==> src/rtl/top.sv <==
// Parity-checked show-ahead FIFO: top_fifo stores words verbatim and
// top filters the head word through a combinational parity checker.

module top_fifo #(
    parameter int unsigned DATA_WIDTH = 32,
    parameter int unsigned FIFO_DEPTH = 4
) (
    input  logic                  clk,
    input  logic                  rst,
    input  logic [DATA_WIDTH:0]   push_data_i,
    input  logic                  push_valid_i,
    output logic                  push_grant_o,
    input  logic                  pop_grant_i,
    output logic [DATA_WIDTH:0]   pop_data_o,
    output logic                  pop_valid_o
);

    localparam int unsigned PTR_W = (FIFO_DEPTH > 1) ? $clog2(FIFO_DEPTH) : 1;
    localparam int unsigned CNT_W = $clog2(FIFO_DEPTH + 1);

    logic [DATA_WIDTH:0] mem [FIFO_DEPTH];
    logic [PTR_W-1:0]    count_write;
    logic [PTR_W-1:0]    count_read;
    logic [CNT_W-1:0]    count_fifo;
    logic                do_write;
    logic                do_read;

    // No bypass: a full FIFO refuses a push even when a pop frees a slot.
    assign push_grant_o = (count_fifo < CNT_W'(FIFO_DEPTH));
    assign pop_valid_o  = (count_fifo != '0);
    assign do_write     = push_valid_i && push_grant_o;
    assign do_read      = pop_grant_i && pop_valid_o;
    assign pop_data_o   = mem[count_read];

    function automatic logic [PTR_W-1:0] next_ptr(input logic [PTR_W-1:0] p);
        return (p == PTR_W'(FIFO_DEPTH - 1)) ? '0 : p + PTR_W'(1);
    endfunction

    always_ff @(posedge clk) begin
        if (rst) begin
            count_write <= '0;
            count_read  <= '0;
            count_fifo  <= '0;
        end else begin
            if (do_write) count_write <= next_ptr(count_write);
            if (do_read)  count_read  <= next_ptr(count_read);
            case ({do_write, do_read})
                2'b10:   count_fifo <= count_fifo + CNT_W'(1);
                2'b01:   count_fifo <= count_fifo - CNT_W'(1);
                default: count_fifo <= count_fifo;
            endcase
        end
    end

    // Storage is not reset; occupancy alone decides what is valid.
    always_ff @(posedge clk) begin
        if (!rst && do_write) mem[count_write] <= push_data_i;
    end

endmodule

module top #(
    parameter int unsigned DATA_WIDTH = 32,
    parameter int unsigned FIFO_DEPTH = 4,
    parameter int unsigned EVEN_ODD   = 0,
    parameter int unsigned PARITY_BIT = 0
) (
    input  logic                  clk,
    input  logic                  rst,
    input  logic [DATA_WIDTH:0]   push_data_i,
    input  logic                  push_valid_i,
    output logic                  push_grant_o,
    input  logic                  pop_grant_i,
    output logic [DATA_WIDTH:0]   pop_data_o,
    output logic                  pop_valid_o
);

    localparam logic [DATA_WIDTH:0] PAR_MASK = {{DATA_WIDTH{1'b0}}, 1'b1} << PARITY_BIT;

    logic [DATA_WIDTH:0] fifo_data;
    logic                fifo_valid;
    logic                data_xor;
    logic                word_good;

    top_fifo #(
        .DATA_WIDTH (DATA_WIDTH),
        .FIFO_DEPTH (FIFO_DEPTH)
    ) fifo_i (
        .clk          (clk),
        .rst          (rst),
        .push_data_i  (push_data_i),
        .push_valid_i (push_valid_i),
        .push_grant_o (push_grant_o),
        .pop_grant_i  (pop_grant_i),
        .pop_data_o   (fifo_data),
        .pop_valid_o  (fifo_valid)
    );

    // Payload XOR with the parity bit folded back in covers the whole word.
    always_comb begin
        data_xor  = ^(fifo_data & ~PAR_MASK);
        word_good = ((data_xor ^ fifo_data[PARITY_BIT]) == 1'(EVEN_ODD));
    end

    assign pop_data_o  = fifo_data;
    assign pop_valid_o = fifo_valid && word_good;

endmodule

==> config.mk <==
export PLATFORM = sky130hd
export DESIGN_NAME = top
export DESIGN_NICKNAME = d
export VERILOG_FILES = /design/src/rtl/top.sv
export SDC_FILE = /design/constraint.sdc
export NUM_CORES = 1
export LEC_CHECK = 0
export CAP_MARGIN = 20
export CORE_MARGIN = 2
export CORE_UTILIZATION = 55
export CTS_CLUSTER_SIZE = 8
export DETAILED_ROUTE_END_ITERATION = 16
export PLACE_DENSITY_LB_ADDON = 0.05
export SLEW_MARGIN = 0
export SYNTH_ARGS = -nofsm -noshare
export SYNTH_HDL_FRONTEND = slang
export SYNTH_HIERARCHICAL = 1
export SYNTH_SLANG_ARGS = --single-unit
export TNS_END_PERCENT = 10
==> constraint.sdc <==
create_clock -name clk -period 2.9 [get_ports clk]
set_input_delay 0.435 -clock clk [delete_from_list [all_inputs] [get_ports clk]]
set_output_delay 0.435 -clock clk [all_outputs]
set_load 0.01 [all_outputs]
# Word level (Yosys, flattened, before mapping)
# Memories as Yosys holds them, arrays and structs flattened. A register that Yosys moved wholly into a read port is not among the register bits.
# Index checks and enable logic that the tools add are counted.
dict set report word_totals {
  register_bits 7
  ram_bits 132
  inputBits 37
  output_inout_bits 35
  wordCells 30
  n_memories 1
}
# memory words width rd rd_clocked_by_memory_dff write_ports line
set memory_table {}
lappend memory_table {fifo_i.mem 4 33 1 1 1 21} ;# logic [DATA_WIDTH:0] mem [FIFO_DEPTH];
dict set report op_classes {
  addsub 4
  magnitude_cmp 1
  eq_ne 4
  n_mux 7
  bitwise 2
  reduce_logical 8
}
# cell count
set op_table {}
lappend op_table {{$reduce_xor A33 Y1} 1}
lappend op_table {{$mux W2} 4}
lappend op_table {{$eq A2 B2 Y1 const B} 3}
lappend op_table {{$pmux W3 S2} 1}
lappend op_table {{$add A2 B1 Y2 const B} 2}
lappend op_table {{$logic_and A1 B1 Y1} 4}
lappend op_table {{$add A3 B1 Y3 const B} 1}
lappend op_table {{$lt A3 B3 Y1 const B} 1}
lappend op_table {{$reduce_bool A3 Y1} 1}
lappend op_table {{$sub A3 B1 Y3 const B} 1}
lappend op_table {{$eq A2 B1 Y1 const B} 1}
lappend op_table {{$mux W1} 2}
lappend op_table {{$reduce_bool A2 Y1} 1}
lappend op_table {{$logic_not A1 Y1} 1}
lappend op_table {{$not A1 Y1} 1}
lappend op_table {{$xor A1 B1 Y1} 1}

# Logic depth before layout (Yosys ltp)
dict set report depth {
  word_depth 5
  mapped_depth 8
  ltp_nobuf 8
}

# Hierarchy
# The synthesis kept the hierarchy.
# module instances cells_per_inst area_per_inst_um2 seq_area_each_um2
set modules_own_cells {}
lappend modules_own_cells {top_fifo 1 226 5278.8 4144.0}
lappend modules_own_cells {top 1 32 301.5 0.0}

# Least setup slack after synthesis
# OpenSTA, ideal clock, no wires.
dict set report synth_timing {
  path_kind {reg2out}
  startpoint {register with a tool-made name}
  endpoint {output port pop_valid_o}
  arrival_time_ns 2.278
  required_ns 2.465
  setup_slack_ns 0.187
  path_stages_with_launch 9
  n_path_buf 2
  path_cell_list {dfxtp_1 > buf_6 > buf_12 > mux4_2 > xnor2_1 > xnor2_1 > xnor2_1 > xnor3_1 > mux2i_1}
}
# item line
set synth_rtl {}
lappend synth_rtl {{end: declaration} 75} ;# output logic pop_valid_o

==> flow_summary.ini <==
[worst_setup_path]
cp_max_fo = 8
slowest_delay_ns = 0.56
cp-end-kind = output port
cp.required_ns = 2.47
r2r_end = fifo_i/count_fifo[2]
cp.arrival_ns = 3.03
cp_common_cell = xnor2_2
start_kind = flop
regToRegStartpoint = fifo_i/count_fifo[2]
crit_family = XOR/XNOR gates
crit_buf_inv = 2
worstPathCellList = buf_8, mux4_2, xnor2_2, xnor2_2, xnor2_1, xnor3_1, mux2i_1, buf_2
cpMaxStageDelayCell = mux4_2
reg2reg_depth = 8
regToRegSetupSlack_ns = 0.99
critPathKind = reg2out

[final_layout]
multi_input_area_um2 = 1430
area_growth_pct = 33.0
layout.nets = 417
final_util_pct = 75.6
drive_above_1_share_pct = 29.8
mostFrequentLayoutCell = edfxtp_1
final_cell_mix = edfxtp_1 (132), clkdlybuf4s50_1 (70), mux4_2 (32)
register_area_um2 = 4150
antenna-diode-count = 0
fillCellCount = 602

[worst_hold_path]
hold_end = fifo_i/count_write[1]
worstHoldStart = fifo_i/count_write[1]
hold_path_class = reg2reg
min_path_cells = 2

[detailed_routing]
ant_nets = 0
routed_wirelength_um = 9960
num_vias = 2758
wire_per_inst_um = 19.2
first_iter_violations = 148
viasPerCell = 5.31
first_pass_iters = 4
remaining_drc_errors = 0

[sta]
fmax_ghz = 0.288
worst_pin_slew_ns = 0.375
fin_tns_setup_ns = -0.570
fin_skew_ns = 0.00665
hold_viol_final = 0
period_needed_ns = 3.47
slew-limit-headroom_pct = 74.9
worst_slack_ns = -0.570
final.period_utilization_pct = 120
setup_viol = 1
rsz0062_at_grt = true
drv_slew = 0

[power_and_ir_drop]
p_sw_mw = 1.90
p_seq_share_pct = 34.1
power.total_mw = 7.16
powerDensity_nw_per_um2 = 965
p_comb_share_pct = 37.4
p_leak_nw = 2.53
ir_drop_mv = 0.731
power.internal_mw = 5.26
p_clk_share_pct = 28.5
switching_share_pct = 26.6

[synth]
synth-compound-area-share_pct = 0.673
synthAdderAreaFrac_pct = 1.70
synth-seq-area-share_pct = 74.3
synth_top_family_by_area = multiplexers
synth_cell_types = 25
synth.area.mux_share_pct = 14.1
synth_nets = 302
yosys.area_share.simple_pct = 1.73
yosys.area.top_type_share_pct = 71.0
synth_area_leader_cell = edfxtp_1
ys_seq_elements = 141
synthTopCellsByArea = edfxtp_1 (71%), mux4_2 (12%), xnor2_1 (3.9%)
syn_area_per_cell_um2 = 21.6
syn_inst = 258
yosysWarnings = 6
syn_area_um2 = 5580
synth_xor_area_share_pct = 5.36

[grt]
grt_max_degree = 34
overflow = 0
first_global_vias = 2906
grt_util_all_layers_pct = 19.7
grt_pass1_wl_um = 15800
antenna_found_initial = 0

[cts]
cts_inserted_buffers = 17
clock_latency_ns = 0.51
h-tree-depth = 4
clk_pin_slew_worst_paths_ns = 0.06
clockRootBuffer = clkbuf_8
cts_tree = yes
cts_sinks = 141
ctsHoldBuffers = 0
cts_buffer_depth = 2

[place]
port_buffers = 71
place_ws_ns = -0.500
place.gp.congestion = 0.731
dpl.hpwl_um = 6280

[outcome]
status = finished with violations
failed_checks = setup timing

[die]
num_io_pins = 72
core_um2 = 9820
die_height_um = 105
die_area_um2 = 11000
start_util_pct = 56.8
fp-row-count = 36
die_w_um = 105

[run]
drv_cap = 0
==> state kept, by name (all words and copies together), names as in the netlist, named ones only <==
signal	count
fifo_i/count_fifo	3
fifo_i/count_read	2
fifo_i/count_write	2
fifo_i/mem	132
==> worst reg2reg max path: cells and delay by family (launching register included) <==
kind	cells	cell delay, ns
AOI/OAI and AO/OA	1	0.14
adders and majority gates	2	0.56
DFF	1	0.40
xor gates and xnor gates	1	0.16
and+or+nand+nor	2	0.41
buffers and inverters	2	0.17
==> cells in the mapped netlist, drive strengths merged <==
cell type / n
nor2b: 1
nand2b: 1
fa: 1
edfxtp: 132
and2: 4
inv: 8
xnor2: 25
ha: 6
a21oi: 4
dfxtp: 9
nor2: 7
o21ai: 1
clkbuf: 2
nand2: 4
o31ai: 1
xor2: 4
mux4: 33
or3: 2
mux2i: 3
xnor3: 2
nand3: 1
buf: 7
==> cells by family (layout without fill, tap and decap cells) <==
| family | Yosys count | in the layout |
|---|---|---|
| AOI/OAI and AO/OA | 6 | 6 |
| adders and majority gates | 7 | 7 |
| and+or+nand+nor | 20 | 20 |
| buffers and inverters | 17 | 145 |
| DFF | 141 | 141 |
| muxes | 36 | 36 |
| xor gates and xnor gates | 31 | 31 |
==> metal layers <==
layer / GRT usage [%] / part of all wire, % / vias up / wire length [um]
met5: 0 / 0 / - / 0
met4: 8.86 / 1.6 / 0 / 156
met3: 5.12 / 3.7 / 15 / 364
met2: 32.1 / 53 / 66 / 5240
met1: 25.1 / 42 / 1414 / 4200
li1: - / - / 1263 / -
==> worst max path at each step <==
stage | startpoint | to | cells after the start
after floorplan | flop | pop_valid_o | 8
after global placement | flop | pop_valid_o | 8
after detailed placement | flop | pop_valid_o | 8
after CTS | flop | pop_valid_o | 8
after global routing | flop | pop_valid_o | 8
final | flop | pop_valid_o | 8
==> final cells by class <==
| cell class | count | share of cell area (%) |
|---|---|---|
| multi-input cells | 100 | 19.2 |
| clock buffers | 26 | 6.57 |
| clock inverters | 6 | 1.11 |
| well taps | 133 | 2.24 |
| inverters | 8 | 0.405 |
| repair buffers | 105 | 14.5 |
| flip-flops and latches | 141 | 55.9 |
==> power by group through the flow <==
stage / Clock [mW] / Sequential, mW / Combinational [mW]
final: 2.04 / 2.44 / 2.68
after global routing: 2.18 / 2.45 / 2.86
after CTS: 2.09 / 2.45 / 2.66
after detailed placement: 0 / 2.48 / 2.48
after global placement: 0 / 2.47 / 2.47
after floorplan: 0 / 2.45 / 1.60
==> repair_timing <==
item,CTS,global route
gates cloned,1,0
pin swaps,8,2
gates resized for setup,22,4
buffers inserted,2,0
endpoints found under the setup margin,1,1
==> metrics by stage <==
step                      hold slack [ns]  instances  cell area [um^2]
after global routing                0.526        519              7420
after CTS                           0.513        519              7390
after detailed placement            0.505        484              6680
after floorplan                     0.463        258              5580
after global placement              0.488        484              6680
final                               0.507        519              7420
No activity file was read; power rests on OpenSTA's default activity.
